<file path="src/rtl/skinny_masked_pkg.sv">
// Shared constants for the masked SKINNY-64 S-box: reference tables and the per-step bit wiring.
// Each step XORs NOR(b3,b2) into b0; forward steps 0..2 then rotate left, inverse steps 1..3 first rotate right.
package skinny_masked_pkg;

  localparam int NIBBLE_W   = 4;
  localparam int NUM_STAGES = 4;

  localparam logic [3:0] SBOX_FWD [16] = '{
    4'hC, 4'h6, 4'h9, 4'h0, 4'h1, 4'hA, 4'h2, 4'hB,
    4'h3, 4'h8, 4'h5, 4'hD, 4'h4, 4'hE, 4'h7, 4'hF
  };

  localparam logic [3:0] SBOX_INV [16] = '{
    4'h3, 4'h4, 4'h6, 4'h8, 4'hC, 4'hA, 4'h1, 4'hE,
    4'h9, 4'h2, 4'h5, 4'h7, 4'h0, 4'hB, 4'hD, 4'hF
  };

  // Bit s set: step s of that direction applies its rotation.
  localparam logic [NUM_STAGES-1:0] FWD_POST_ROTL = 4'b0111;
  localparam logic [NUM_STAGES-1:0] INV_PRE_ROTR  = 4'b1110;

  function automatic logic [3:0] step_pre(input logic [1:0] s, input logic inv, input logic [3:0] x);
    return (inv && INV_PRE_ROTR[s]) ? {x[0], x[3:1]} : x;
  endfunction

  function automatic logic [3:0] step_post(input logic [1:0] s, input logic inv, input logic [3:0] x);
    return (!inv && FWD_POST_ROTL[s]) ? {x[2:0], x[3]} : x;
  endfunction

endpackage

</file>
<file path="src/rtl/skinny_sbox_masked_lanes_if.sv">
// Handshake and share buses of the masked S-box layer; master drives the inputs, slave is the block.
interface skinny_sbox_masked_lanes_if
  import skinny_masked_pkg::*;
#(
  parameter int LANES = 16
);
  localparam int W = NIBBLE_W * LANES;

  logic         in_valid;
  logic         in_ready;
  logic         in_inv;
  logic [W-1:0] in0;
  logic [W-1:0] in1;
  logic [W-1:0] r;
  logic         out_valid;
  logic         out_ready;
  logic [W-1:0] out0;
  logic [W-1:0] out1;

  modport master (
    output in_valid, in_inv, in0, in1, r, out_ready,
    input  in_ready, out_valid, out0, out1
  );

  modport slave (
    input  in_valid, in_inv, in0, in1, r, out_ready,
    output in_ready, out_valid, out0, out1
  );
endinterface

</file>
<file path="src/rtl/dom_nor_2s.sv">
// Single-bit 2-share NOR with a DOM-indep AND; every partial product is registered before shares meet.
// One cycle latency when en is high; all four registers hold while en is low.
module dom_nor_2s (
  input  logic clk,
  input  logic rst_n,
  input  logic en,
  input  logic a0,
  input  logic a1,
  input  logic b0,
  input  logic b1,
  input  logic z,
  output logic q0,
  output logic q1
);
  logic inner0, inner1, cross01, cross10;

  always_ff @(posedge clk or negedge rst_n) begin
    if (!rst_n) begin
      inner0  <= 1'b0;
      inner1  <= 1'b0;
      cross01 <= 1'b0;
      cross10 <= 1'b0;
    end else if (en) begin
      inner0  <= 1'b1 ^ a0 ^ b0 ^ (a0 & b0);
      inner1  <= a1 ^ b1 ^ (a1 & b1);
      cross01 <= (a0 & b1) ^ z;
      cross10 <= (a1 & b0) ^ z;
    end
  end

  // Each output only combines registers of its own domain.
  assign q0 = inner0 ^ cross01;
  assign q1 = inner1 ^ cross10;
endmodule

</file>
<file path="src/rtl/skinny_sbox_masked_lanes.sv">
// Four-stage 2-share SKINNY-64 S-box layer over LANES nibbles, forward or inverse per transaction; 4-cycle latency.
// Whole pipe advances when the output is empty or taken; otherwise every register holds and in_ready drops.
module skinny_sbox_masked_lanes
  import skinny_masked_pkg::*;
#(
  parameter int LANES = 16
) (
  input logic clk,
  input logic rst_n,
  skinny_sbox_masked_lanes_if.slave bus
);
  localparam int W      = NIBBLE_W * LANES;
  localparam int RAND_W = NIBBLE_W * LANES;

  logic                          en;
  logic [RAND_W-1:0]             rnd;
  logic [NUM_STAGES-1:0]         vld_q;
  logic [NUM_STAGES-1:0]         inv_q;
  logic [NUM_STAGES-1:0]         mode_in;
  logic [NUM_STAGES:0][W-1:0]    sh0;
  logic [NUM_STAGES:0][W-1:0]    sh1;

  assign en            = ~vld_q[NUM_STAGES-1] | bus.out_ready;
  assign bus.in_ready  = en;
  assign bus.out_valid = vld_q[NUM_STAGES-1];
  assign bus.out0      = sh0[NUM_STAGES];
  assign bus.out1      = sh1[NUM_STAGES];
  assign rnd           = bus.r;
  assign sh0[0]        = bus.in0;
  assign sh1[0]        = bus.in1;
  assign mode_in       = {inv_q[NUM_STAGES-2:0], bus.in_inv};

  always_ff @(posedge clk or negedge rst_n) begin
    if (!rst_n) begin
      vld_q <= '0;
      inv_q <= '0;
    end else if (en) begin
      vld_q <= {vld_q[NUM_STAGES-2:0], bus.in_valid};
      inv_q <= {inv_q[NUM_STAGES-2:0], bus.in_inv};
    end
  end

  for (genvar s = 0; s < NUM_STAGES; s++) begin : g_stage
    logic [W-1:0]     pre0, pre1;
    logic [W-1:0]     p0_q, p1_q;
    logic [LANES-1:0] nq0, nq1;

    // Bubbles load too, so a stage never carries stale shares forward.
    always_ff @(posedge clk or negedge rst_n) begin
      if (!rst_n) begin
        p0_q <= '0;
        p1_q <= '0;
      end else if (en) begin
        p0_q <= pre0;
        p1_q <= pre1;
      end
    end

    for (genvar k = 0; k < LANES; k++) begin : g_lane
      assign pre0[NIBBLE_W*k +: NIBBLE_W] = step_pre(2'(s), mode_in[s], sh0[s][NIBBLE_W*k +: NIBBLE_W]);
      assign pre1[NIBBLE_W*k +: NIBBLE_W] = step_pre(2'(s), mode_in[s], sh1[s][NIBBLE_W*k +: NIBBLE_W]);

      dom_nor_2s u_nor (
        .clk   (clk),
        .rst_n (rst_n),
        .en    (en),
        .a0    (pre0[NIBBLE_W*k+3]),
        .a1    (pre1[NIBBLE_W*k+3]),
        .b0    (pre0[NIBBLE_W*k+2]),
        .b1    (pre1[NIBBLE_W*k+2]),
        .z     (rnd[s*LANES+k]),
        .q0    (nq0[k]),
        .q1    (nq1[k])
      );

      assign sh0[s+1][NIBBLE_W*k +: NIBBLE_W] =
        step_post(2'(s), inv_q[s], {p0_q[NIBBLE_W*k+1 +: 3], p0_q[NIBBLE_W*k] ^ nq0[k]});
      assign sh1[s+1][NIBBLE_W*k +: NIBBLE_W] =
        step_post(2'(s), inv_q[s], {p1_q[NIBBLE_W*k+1 +: 3], p1_q[NIBBLE_W*k] ^ nq1[k]});
    end
  end
endmodule

</file>
<file path="src/flat_wrapper.sv">
// flat-port wrapper written by rule: the top's interface ports become plain ports
module skinny_sbox_masked_lanes_flat import skinny_masked_pkg::*;
#(
  parameter int LANES = 16
)
  (clk, rst_n, bus_in_valid, bus_in_inv, bus_in0, bus_in1, bus_r, bus_out_ready, bus_in_ready, bus_out_valid, bus_out0, bus_out1);
  skinny_sbox_masked_lanes_if #(.LANES(LANES)) bus_i ();
  input logic clk;
  input logic rst_n;
  input wire logic [$bits(bus_i.in_valid)-1:0] bus_in_valid;
  input wire logic [$bits(bus_i.in_inv)-1:0] bus_in_inv;
  input wire logic [$bits(bus_i.in0)-1:0] bus_in0;
  input wire logic [$bits(bus_i.in1)-1:0] bus_in1;
  input wire logic [$bits(bus_i.r)-1:0] bus_r;
  input wire logic [$bits(bus_i.out_ready)-1:0] bus_out_ready;
  output wire logic [$bits(bus_i.in_ready)-1:0] bus_in_ready;
  output wire logic [$bits(bus_i.out_valid)-1:0] bus_out_valid;
  output wire logic [$bits(bus_i.out0)-1:0] bus_out0;
  output wire logic [$bits(bus_i.out1)-1:0] bus_out1;
  assign bus_i.in_valid = bus_in_valid;
  assign bus_i.in_inv = bus_in_inv;
  assign bus_i.in0 = bus_in0;
  assign bus_i.in1 = bus_in1;
  assign bus_i.r = bus_r;
  assign bus_i.out_ready = bus_out_ready;
  assign bus_in_ready = bus_i.in_ready;
  assign bus_out_valid = bus_i.out_valid;
  assign bus_out0 = bus_i.out0;
  assign bus_out1 = bus_i.out1;
  skinny_sbox_masked_lanes #(.LANES(LANES)) u_core (.clk(clk), .rst_n(rst_n), .bus(bus_i));
endmodule
</file>
<file path="config.mk">
export PLATFORM = sky130hd
export DESIGN_NAME = skinny_sbox_masked_lanes_flat
export DESIGN_NICKNAME = d
export VERILOG_FILES = /design/src/rtl/skinny_masked_pkg.sv /design/src/rtl/skinny_sbox_masked_lanes_if.sv /design/src/rtl/dom_nor_2s.sv /design/src/rtl/skinny_sbox_masked_lanes.sv /design/src/flat_wrapper.sv
export SDC_FILE = /design/constraint.sdc
export NUM_CORES = 2
export LEC_CHECK = 0
export BUFFER_PORTS_ARGS = -buffer_cell sky130_fd_sc_hd__buf_2
export CORE_AREA = 2 2 256 258
export DETAILED_ROUTE_END_ITERATION = 6
export DIE_AREA = 0 0 258 260
export GPL_TIMING_DRIVEN = 0
export PLACE_DENSITY = 0.8
export REMOVE_ABC_BUFFERS = 1
export SYNTH_ARGS = -nofsm -noshare
export SYNTH_HDL_FRONTEND = slang
export SYNTH_HIERARCHICAL = 1
export SYNTH_SLANG_ARGS = --single-unit
</file>
<file path="constraint.sdc">
create_clock -name clk -period 7.3 [get_ports clk]
set_clock_uncertainty 0.2 [all_clocks]
set_input_delay 1.825 -clock clk [delete_from_list [all_inputs] [get_ports clk]]
set_output_delay 1.825 -clock clk [all_outputs]
set_load 0.01 [all_outputs]
</file>
==> results.tsv <==
metric	value	unit
Max VDD drop	349.1	uV
DR vias/cell	5.439	
WS Path Type	input pin to primary output	
outcome	completed	
area leader, netlist	dfrtp_1	
mapped cell area	0.03831	mm^2
post-synth top area share	50.62	%
critical path fanouts, max	115	
Port Buffers	326	
Final min period	5940	ps
Initial Util	59.76	%
Post-CTS Setup Bufs	0	
final hold viol count	0	
fin crit share	81.38	%
worst r2r path cells	9	
H-tree levels	3	
total number of yosys warnings	6	
number of synthesized register bits	775	
1st-pass router iterations	7	
GP Congestion	0.7957	
Worst setup SP type	input pin	
largest net degree at the start of global routing	158	
Placement Setup Slack	1348	ps
fmax	168.3	MHz
placed inst area	0.04021	mm^2
Synth async-reset ratio	100.0	%
ANT nets after route	0	
core box area	0.06412	mm^2
P per Cell Area	489.2	mW/mm^2
TritonCTS clock tree	yes	
syn_area_per_cell	10.46	um^2
WL per Instance	16.40	um
Max Transition Viols Final	0	
Leak	0.02023	uW
die height	260	um
vias in the first global route	26089	
DRC viols	0	
max_slew headroom	37.70	%
most instantiated cells after synthesis	dfrtp_1, nor2_1, nand2_1, xor2_1, mux2_2	
Hold WS	272.5	ps
area delta synth->final	12.03	%
FP Rows	93	
# hold bufs at CTS	0	
Synth Instances	3662	
Die Width	258	um
sequential area share after synthesis	50.62	%
actual slew at the worst max-slew pin	932.5	ps
clk sinks	775	
clock slew at the register clock pins of the worst setup and hold paths	60	ps
post-CTS sizing	0	
first-pass GRT wire length	131300	um
nets	4059	
Synth area leaders	dfrtp_1, mux2_2, nor2_1	
Via Count	26060	
CP arrival	3920	ps
Total Wirelength	78600	um
die area	0.06708	mm^2
required time of the critical path	5280	ps
count leader, synth	dfrtp_1	
Max Cap Viol	0	
# IOs	327	
Worst Hold Class	register to register	
layout cell share with drive strength beyond 1	19.98	%
dominant synthesized flop cell	dfrtp_1	
Clock Latency Late Sink	620	ps
setup TNS	0	ps
Setup WS post-layout	1360	ps
Total GRT Usage	23.63	%
Clock Tree Root	clkbuf_16	
clock buffer depth	3	
Final setup viols	0	
Post-synth EDFFs	0	
RSZ-0062 raised after global routing	false	
initial antenna violation count	10	
Cell variety after synth	20	
overflow left after global routing	0	
HPWL Detailed	51780	um
CP Capture Type	primary output	
fin area	0.04292	mm^2
Iter 0 DRT Violations	1946	
TritonCTS Buffers	81	
Hold Crit Depth	2	
==> through the flow <==
step | cells | total power, uW | utilization, %
global route | 4789 | 22580 | 66.94
CTS | 4783 | 21160 | 66.92
global placement | 4601 | 17100 | 61.40
detailed placement | 4634 | 16890 | 62.72
finish | 4791 | 21000 | 66.95
floorplan | 3420 | 14720 | -
==> final cells by class <==
type / instances / area (um^2)
clock inverters: 30 / 281.5
fillers: 4911 / 21190
diodes: 8 / 20.02
inverters: 1 / 11.26
repair buffers: 359 / 2460
clock buffers: 119 / 2412
well taps: 855 / 1070
multi-input cells: 2644 / 17270
flip-flops and latches: 775 / 19400
==> cells by family (layout without fill, tap and decap cells) <==
kind of cell | after synthesis | in the layout | synth area share, %
AOI/OAI and AO/OA | 512 | 512 | 8.778
xor gates and xnor gates | 256 | 256 | 5.852
buffers and inverters | 243 | 509 | 4.320
DFF | 775 | 775 | 50.62
muxes | 544 | 544 | 16.10
other | 0 | 8 | 0
and+or+nand+nor | 1332 | 1332 | 14.34
==> state kept, by name, summed over array words and instances, names as in the netlist <==
register                             flops
u_core/g_stage.g_lane.u_nor/cross01     64
u_core/g_stage.g_lane.u_nor/cross10     64
u_core/g_stage.g_lane.u_nor/inner0      64
u_core/g_stage.g_lane.u_nor/inner1      64
u_core/g_stage.p0_q                    256
u_core/g_stage.p1_q                    256
u_core/inv_q                             3
u_core/vld_q                             4
==> layout by cell type, fill, tap and decap left out, types with 75 or more instances in the layout <==
master / n
a21bo_1: 128
a31oi_1: 128
buf_2: 325
clkbuf_16: 83
dfrtp_1: 772
mux2_2: 213
mux2_4: 75
mux2i_1: 192
nand2_1: 594
nand3b_1: 128
nor2_1: 608
o21ai_0: 192
xor2_1: 256
==> critical path, cell delays in order <==
cell and delay, ps:
buf_2 110, nor2b_4 720, buf_12 300, buf_16 190, buf_12 200, inv_8 210
buf_2 250
==> worst paths after layout <==
check / startpoint / to / slack [ps]
setup / recovery: bus_out_ready / bus_in_ready / 1360
hold / removal: u_core/g_stage[3].p1_q[57] / u_core/g_stage[3].p1_q[57] / 270
setup reg to reg: u_core/vld_q[3] / u_core/g_stage[0].g_lane[9].u_nor/inner0 / 3290
hold reg to reg: u_core/g_stage[3].p1_q[57] / u_core/g_stage[3].p1_q[57] / 270
max in group asynchronous: rst_n / u_core/g_stage[1].g_lane[7].u_nor/cross01 / 4100
min in group asynchronous: rst_n / u_core/g_stage[0].p0_q[44] / 900
==> report_power, final <==
part,switching (uW),leakage [uW],internal [uW]
sequential,1420,0.00911,6300
combinational,4860,0.00979,4300
clock,1710,0.00134,2410
total,7990,0.0202,13000
==> per-layer routing <==
| layer | vias up | global-route usage (%) | wire length (um) |
|---|---|---|---|
| met2 | 423 | 40.14 | 39020 |
| met3 | 116 | 3.782 | 2987 |
| met1 | 12803 | 31.15 | 34720 |
| li1 | 12710 | - | - |
| met5 | - | 0 | 57 |
| met4 | 8 | 7.755 | 1810 |
Note: power is estimated with default switching activity, not from simulation.
